$ cat src/rtl/uart_rx_core.sv
// uart_rx_core: asynchronous serial receiver, 8N1, LSB first.
// The line is double-flop synchronised. The start bit is qualified at mid-bit.
// Data and stop bits are sampled at their centres.
// Each received byte is presented with a one-cycle rx_valid strobe.
// A held/pending flag, an overrun flag and a framing-error strobe are also provided.
// Optional build macro UART_RX_PARITY_EN adds one parity bit between the data and
// stop bits, the PARITY_ODD parameter and the parity_err strobe output.
//
// Handshake: rx_valid is a one-cycle strobe with no backpressure. rx_data is valid
// while it is high and holds the last good byte afterwards. rx_pending stays high
// until the consumer pulses rx_ack. A completion in the same cycle as rx_ack keeps
// rx_pending set. overrun marks a completion that landed while rx_pending was
// still set and unacknowledged.
module uart_rx_core #(
  parameter int CLK_HZ       = 100_000_000,
  parameter int BAUD         = 115_200,
  parameter int CLKS_PER_BIT = CLK_HZ / BAUD
`ifdef UART_RX_PARITY_EN
  ,
  parameter bit PARITY_ODD   = 1'b0
`endif
) (
  input  logic       clk,
  input  logic       rst_n,
  input  logic       uart_i,
  output logic [7:0] rx_data,
  output logic       rx_valid,
  input  logic       rx_ack,
  output logic       rx_pending,
  output logic       frame_err,
  output logic       overrun,
`ifdef UART_RX_PARITY_EN
  output logic       parity_err,
`endif
  output logic       rx_busy
);

  localparam int CNT_W = $clog2(CLKS_PER_BIT);
  localparam logic [CNT_W-1:0] CNT_LAST = CNT_W'(CLKS_PER_BIT - 1);
  localparam logic [CNT_W-1:0] CNT_HALF = CNT_W'((CLKS_PER_BIT - 1) / 2);

  typedef enum logic [2:0] {
    IDLE      = 3'd0,
    START     = 3'd1,
    DATA      = 3'd2,
    PARITY    = 3'd3,
    STOP      = 3'd4,
    WAIT_IDLE = 3'd5
  } state_t;

`ifdef UART_RX_PARITY_EN
  localparam state_t AFTER_DATA = PARITY;
`else
  localparam state_t AFTER_DATA = STOP;
`endif

  state_t           state;
  logic [1:0]       sync;
  logic             rxs;
  logic [CNT_W-1:0] clk_cnt;
  logic [2:0]       bit_idx;
  logic [7:0]       shift_reg;
`ifdef UART_RX_PARITY_EN
  logic             par_bit;
`endif

  // Two-flop synchroniser. It resets to 1 so the line reads as idle.
  always_ff @(posedge clk or negedge rst_n) begin
    if (!rst_n) begin
      sync <= 2'b11;
    end else begin
      sync <= {sync[0], uart_i};
    end
  end

  assign rxs     = sync[1];
  assign rx_busy = (state != IDLE);

  // Receive FSM. The bit timing and all outputs are registered here.
  always_ff @(posedge clk or negedge rst_n) begin
    if (!rst_n) begin
      state      <= IDLE;
      clk_cnt    <= '0;
      bit_idx    <= '0;
      shift_reg  <= '0;
      rx_data    <= '0;
      rx_valid   <= 1'b0;
      rx_pending <= 1'b0;
      frame_err  <= 1'b0;
      overrun    <= 1'b0;
`ifdef UART_RX_PARITY_EN
      par_bit    <= 1'b0;
      parity_err <= 1'b0;
`endif
    end else begin
      rx_valid  <= 1'b0;
      frame_err <= 1'b0;
`ifdef UART_RX_PARITY_EN
      parity_err <= 1'b0;
`endif
      // The acknowledge clears the flags. A completion later in this block wins.
      if (rx_ack) begin
        rx_pending <= 1'b0;
        overrun    <= 1'b0;
      end

      case (state)
        IDLE: begin
          if (!rxs) begin
            clk_cnt <= '0;
            state   <= START;
          end
        end

        START: begin
          // Re-check the start bit at mid-bit. A high line here is a glitch.
          if (clk_cnt == CNT_HALF) begin
            if (rxs) begin
              state <= IDLE;
            end else begin
              clk_cnt <= '0;
              bit_idx <= '0;
              state   <= DATA;
            end
          end else begin
            clk_cnt <= clk_cnt + CNT_W'(1);
          end
        end

        DATA: begin
          if (clk_cnt == CNT_LAST) begin
            clk_cnt            <= '0;
            shift_reg[bit_idx] <= rxs;
            bit_idx            <= bit_idx + 3'd1;
            if (bit_idx == 3'd7) begin
              state <= AFTER_DATA;
            end
          end else begin
            clk_cnt <= clk_cnt + CNT_W'(1);
          end
        end

`ifdef UART_RX_PARITY_EN
        PARITY: begin
          if (clk_cnt == CNT_LAST) begin
            clk_cnt <= '0;
            par_bit <= rxs;
            state   <= STOP;
          end else begin
            clk_cnt <= clk_cnt + CNT_W'(1);
          end
        end
`endif

        STOP: begin
          if (clk_cnt == CNT_LAST) begin
            clk_cnt <= '0;
            state   <= WAIT_IDLE;
            if (rxs) begin
              rx_data    <= shift_reg;
              rx_valid   <= 1'b1;
              rx_pending <= 1'b1;
              if (rx_pending && !rx_ack) begin
                overrun <= 1'b1;
              end
            end else begin
              frame_err <= 1'b1;
            end
`ifdef UART_RX_PARITY_EN
            parity_err <= (^shift_reg) ^ par_bit ^ PARITY_ODD;
`endif
          end else begin
            clk_cnt <= clk_cnt + CNT_W'(1);
          end
        end

        WAIT_IDLE: begin
          // Hold off a new start until the line has gone back high, so a break gives one error.
          if (rxs) begin
            state <= IDLE;
          end
        end

        default: state <= IDLE;
      endcase
    end
  end

endmodule
$ cat config.mk
export PLATFORM = sky130hd
export DESIGN_NAME = uart_rx_core
export DESIGN_NICKNAME = d
export VERILOG_FILES = /design/src/rtl/uart_rx_core.sv
export SDC_FILE = /design/constraint.sdc
export NUM_CORES = 1
export LEC_CHECK = 0
export CORE_ASPECT_RATIO = 0.5
export CORE_MARGIN = 1.5
export CORE_UTILIZATION = 30
export CTS_CLUSTER_DIAMETER = 200
export DETAILED_ROUTE_END_ITERATION = 8
export GPL_ROUTABILITY_DRIVEN = 0
export GPL_TIMING_DRIVEN = 0
export PLACE_DENSITY = 0.53
export SETUP_SLACK_MARGIN = 0.3
export SYNTH_ARGS = -nofsm -noshare
export SYNTH_HDL_FRONTEND = slang
export SYNTH_SLANG_ARGS = --single-unit
$ cat constraint.sdc
create_clock -name clk -period 6.97 [get_ports clk]
set_clock_uncertainty 0.15 [all_clocks]
set_input_delay 0.697 -clock clk [delete_from_list [all_inputs] [get_ports clk]]
set_output_delay 0.697 -clock clk [all_outputs]
set_load 0.01 [all_outputs]
==> out/results.txt <==
Synth warnings -> 0
Status -> finished clean
Input/output buffers -> 16
Routed len/inst -> 13.0 um
Worst r2r src -> clk_cnt[0]$_DFFE_PN0P_
Vias in the first global route -> 1,434
Post-layout minimum cycle time -> 2690 ps
Achievable clock frequency -> 0.372 GHz
Layout Cells excl Fill -> 302
Worst min-delay path class -> flip-flop to flip-flop
Placed cell count -> 294
Post-Syn Instances -> 190
H-tree Lvls -> 2
Nets@finish -> 221
Clk Latency, worst-skew pair -> 280 ps
Root buffer cell -> clkbuf_16
#FFs+latches synth -> 38
Main synth FF type -> dfrtp_1
GRT Resource Usage Total -> 0.131
Die X -> 116 um
Core footprint -> 6080 um2
Met1 Track Usage GR -> 0.169
Simple-Gate Fraction of Synth Area -> 0.251
Setup slack, reg-to-reg -> 4400 ps
Power density cells -> 222 nW/um2
Critical path peak fanout -> 10
Slew headroom -> 0.445
Worst R2R Path Depth -> 7
VDD IR max -> 108 uV
Xor/xnor share of the synthesized area -> 0.00922
Worst Setup SP -> state[0]$_DFFE_PN0P_
Clk buf depth -> 2
First-pass GRT wire length -> 6.96 mm
Endpoints failing setup -> 0
# Post-CTS Setup Buffers -> 0
Req. time, crit path -> 6120 ps
Pin count of the biggest net entering global routing -> 39
ANT cells -> 0
Crit end category -> output pin
Clock transition at path regs -> 60 ps
DRT iter0 DRCs -> 123
Final Hold Vio Count -> 0
Worst slew pin tran -> 832 ps
CP endpoint -> rx_busy
Total gr overflow -> 0
TritonCTS Sinks -> 38
RR Endpoint -> shift_reg[2]$_DFFE_PN0P_
Syn Area/Cell -> 10.0 um2
Mux contribution to synthesized area -> 0.0415
Count of cell types in the netlist -> 48
Unrepaired setup endpoints after global routing -> no
DRC viols -> 0
Maxcap violations -> 0
Final instance area -> 2360 um2
Lkg Pwr -> 1.08 nW
Area grow syn2layout -> 24.2%
CTS tree -> built
Compound-Gate Fraction of Synth Area -> 0.134
Startpoint types -> flip-flop
Vias per cell -> 4.90
EDFF count, synth -> 0
FP Rows -> 20
Crit Path Category -> flip-flop to output pin
Hold_ws -> 208 ps
Commonest non-fill, non-tap cell in the layout -> dfrtp_1
Power Total -> 0.524 mW
Detailed placement HPWL -> 2.80 mm
Sequential share of the synthesized area -> 0.502
Area share of fa/ha/maj cells after synthesis -> 0.0316
Setup TNS -> 0 ps
Ports -> 17
Die area -> 6850 um2
Initial Util -> 0.313
Met2 Use GR -> 0.222
Max-slew violations -> 0
Layout cells sized above 1 -> 0.126
CTS Hold Buffers Added -> 0
Routed WL -> 3.92 mm
Die Span Y -> 59.3 um
Placed Instance Area -> 2170 um2
GR Util met3 -> 0.0276
Post-CTS sizing -> 0
Antenna viol nets, final -> 0
Worst EP arrival -> 1840 ps
Largest family of logic cells by synthesized area -> simple AND/OR/NAND/NOR gates
Commonest non-fill, non-tap cells in the layout -> 36 x dfrtp_1, 35 x nand2_1, 15 x clkdlybuf4s50_1
Fin crit share -> 0.386
Routed vias -> 1,481
Drt first pass iters -> 4
Initial antenna violation count -> 0
Post-synthesis cell area -> 1900 um2
Most Crowded Layer GR -> met2
Syn_nets -> 198
Num CTS Buffers -> 5
Number of flip-flops in the largest register -> 10
Async S/R FF share, synth -> 1.00
==> Yosys cell counts, types with 2 or more instances <==
master / n / area share
nand2b_1: 3 / 0.0099
nor2_1: 9 / 0.018
nand2_1: 35 / 0.069
mux2_1: 3 / 0.018
and3_1: 4 / 0.013
a21oi_1: 5 / 0.013
xnor2_1: 2 / 0.0092
dfrtp_1: 36 / 0.47
a21o_1: 4 / 0.016
and2_1: 3 / 0.0099
nand3_1: 6 / 0.016
clkbuf_1: 4 / 0.0079
a22o_1: 2 / 0.0092
a31oi_1: 4 / 0.013
nand4_1: 4 / 0.013
nor3_1: 5 / 0.013
or3_1: 3 / 0.0099
inv_1: 4 / 0.0079
nor3b_2: 3 / 0.020
o21ai_0: 10 / 0.026
nand4b_1: 3 / 0.014
mux2_2: 4 / 0.024
a221o_1: 2 / 0.011
nor4_1: 2 / 0.0066
buf_2: 3 / 0.0079
ha_1: 4 / 0.026
dfstp_2: 2 / 0.028
==> metrics by stage <==
stage          setup slack [ps]  utilization
3_3_place_gp               4120        0.357
3_5_place_dp               4410        0.356
5_1_grt                    4190        0.388
4_1_cts                    4270        0.388
2_1_floorplan              4600            -
6_report                   4280        0.388
==> kinds of logic after synthesis <==
| group | after synthesis |
|---|---|
| mux | 7 |
| buf+inv | 14 |
| fa+ha+maj | 5 |
| xor+xnor | 2 |
| flops | 38 |
| compound gates | 37 |
| simple gates | 87 |
==> cell type report <==
type | instances | area, um2
flip-flops and latches | 38 | 953
inverters | 5 | 18.8
clock buffers | 5 | 125
clock inverters | 3 | 68.8
plain buffers | 9 | 41.3
fillers | 600 | 3720
well taps | 88 | 110
multi-input cells | 138 | 887
repair buffers | 16 | 155
==> worst max-delay path, stage by stage (launching register included) <==
cell and delay (ps):
dfrtp_1 430, clkbuf_1 220, or3_1 410, clkdlybuf4s50_1 490
==> worst min-delay path by stage <==
stage / slack [ps] / from / cells past startpoint / endpoint
floorplan: 200 / sync[0]$_DFF_PN1_ / 0 / sync[1]$_DFF_PN1_
CTS: 210 / sync[0]$_DFF_PN1_ / 0 / sync[1]$_DFF_PN1_
detailed placement: 200 / sync[0]$_DFF_PN1_ / 0 / sync[1]$_DFF_PN1_
global route: 220 / sync[0]$_DFF_PN1_ / 0 / sync[1]$_DFF_PN1_
global placement: 200 / sync[0]$_DFF_PN1_ / 0 / sync[1]$_DFF_PN1_
finish: 210 / sync[0]$_DFF_PN1_ / 0 / sync[1]$_DFF_PN1_
==> routing by layer <==
metal	up-vias	part of all wire
met2	25	0.47
li1	733	-
met5	-	0
met3	6	0.032
met4	0	0.013
met1	717	0.49
==> where the power goes <==
group          internal [mW]  switching (mW)
clock network          0.205          0.0889
registers              0.222        0.000374
logic                0.00165         0.00600
(Power assumes the default switching activity.)
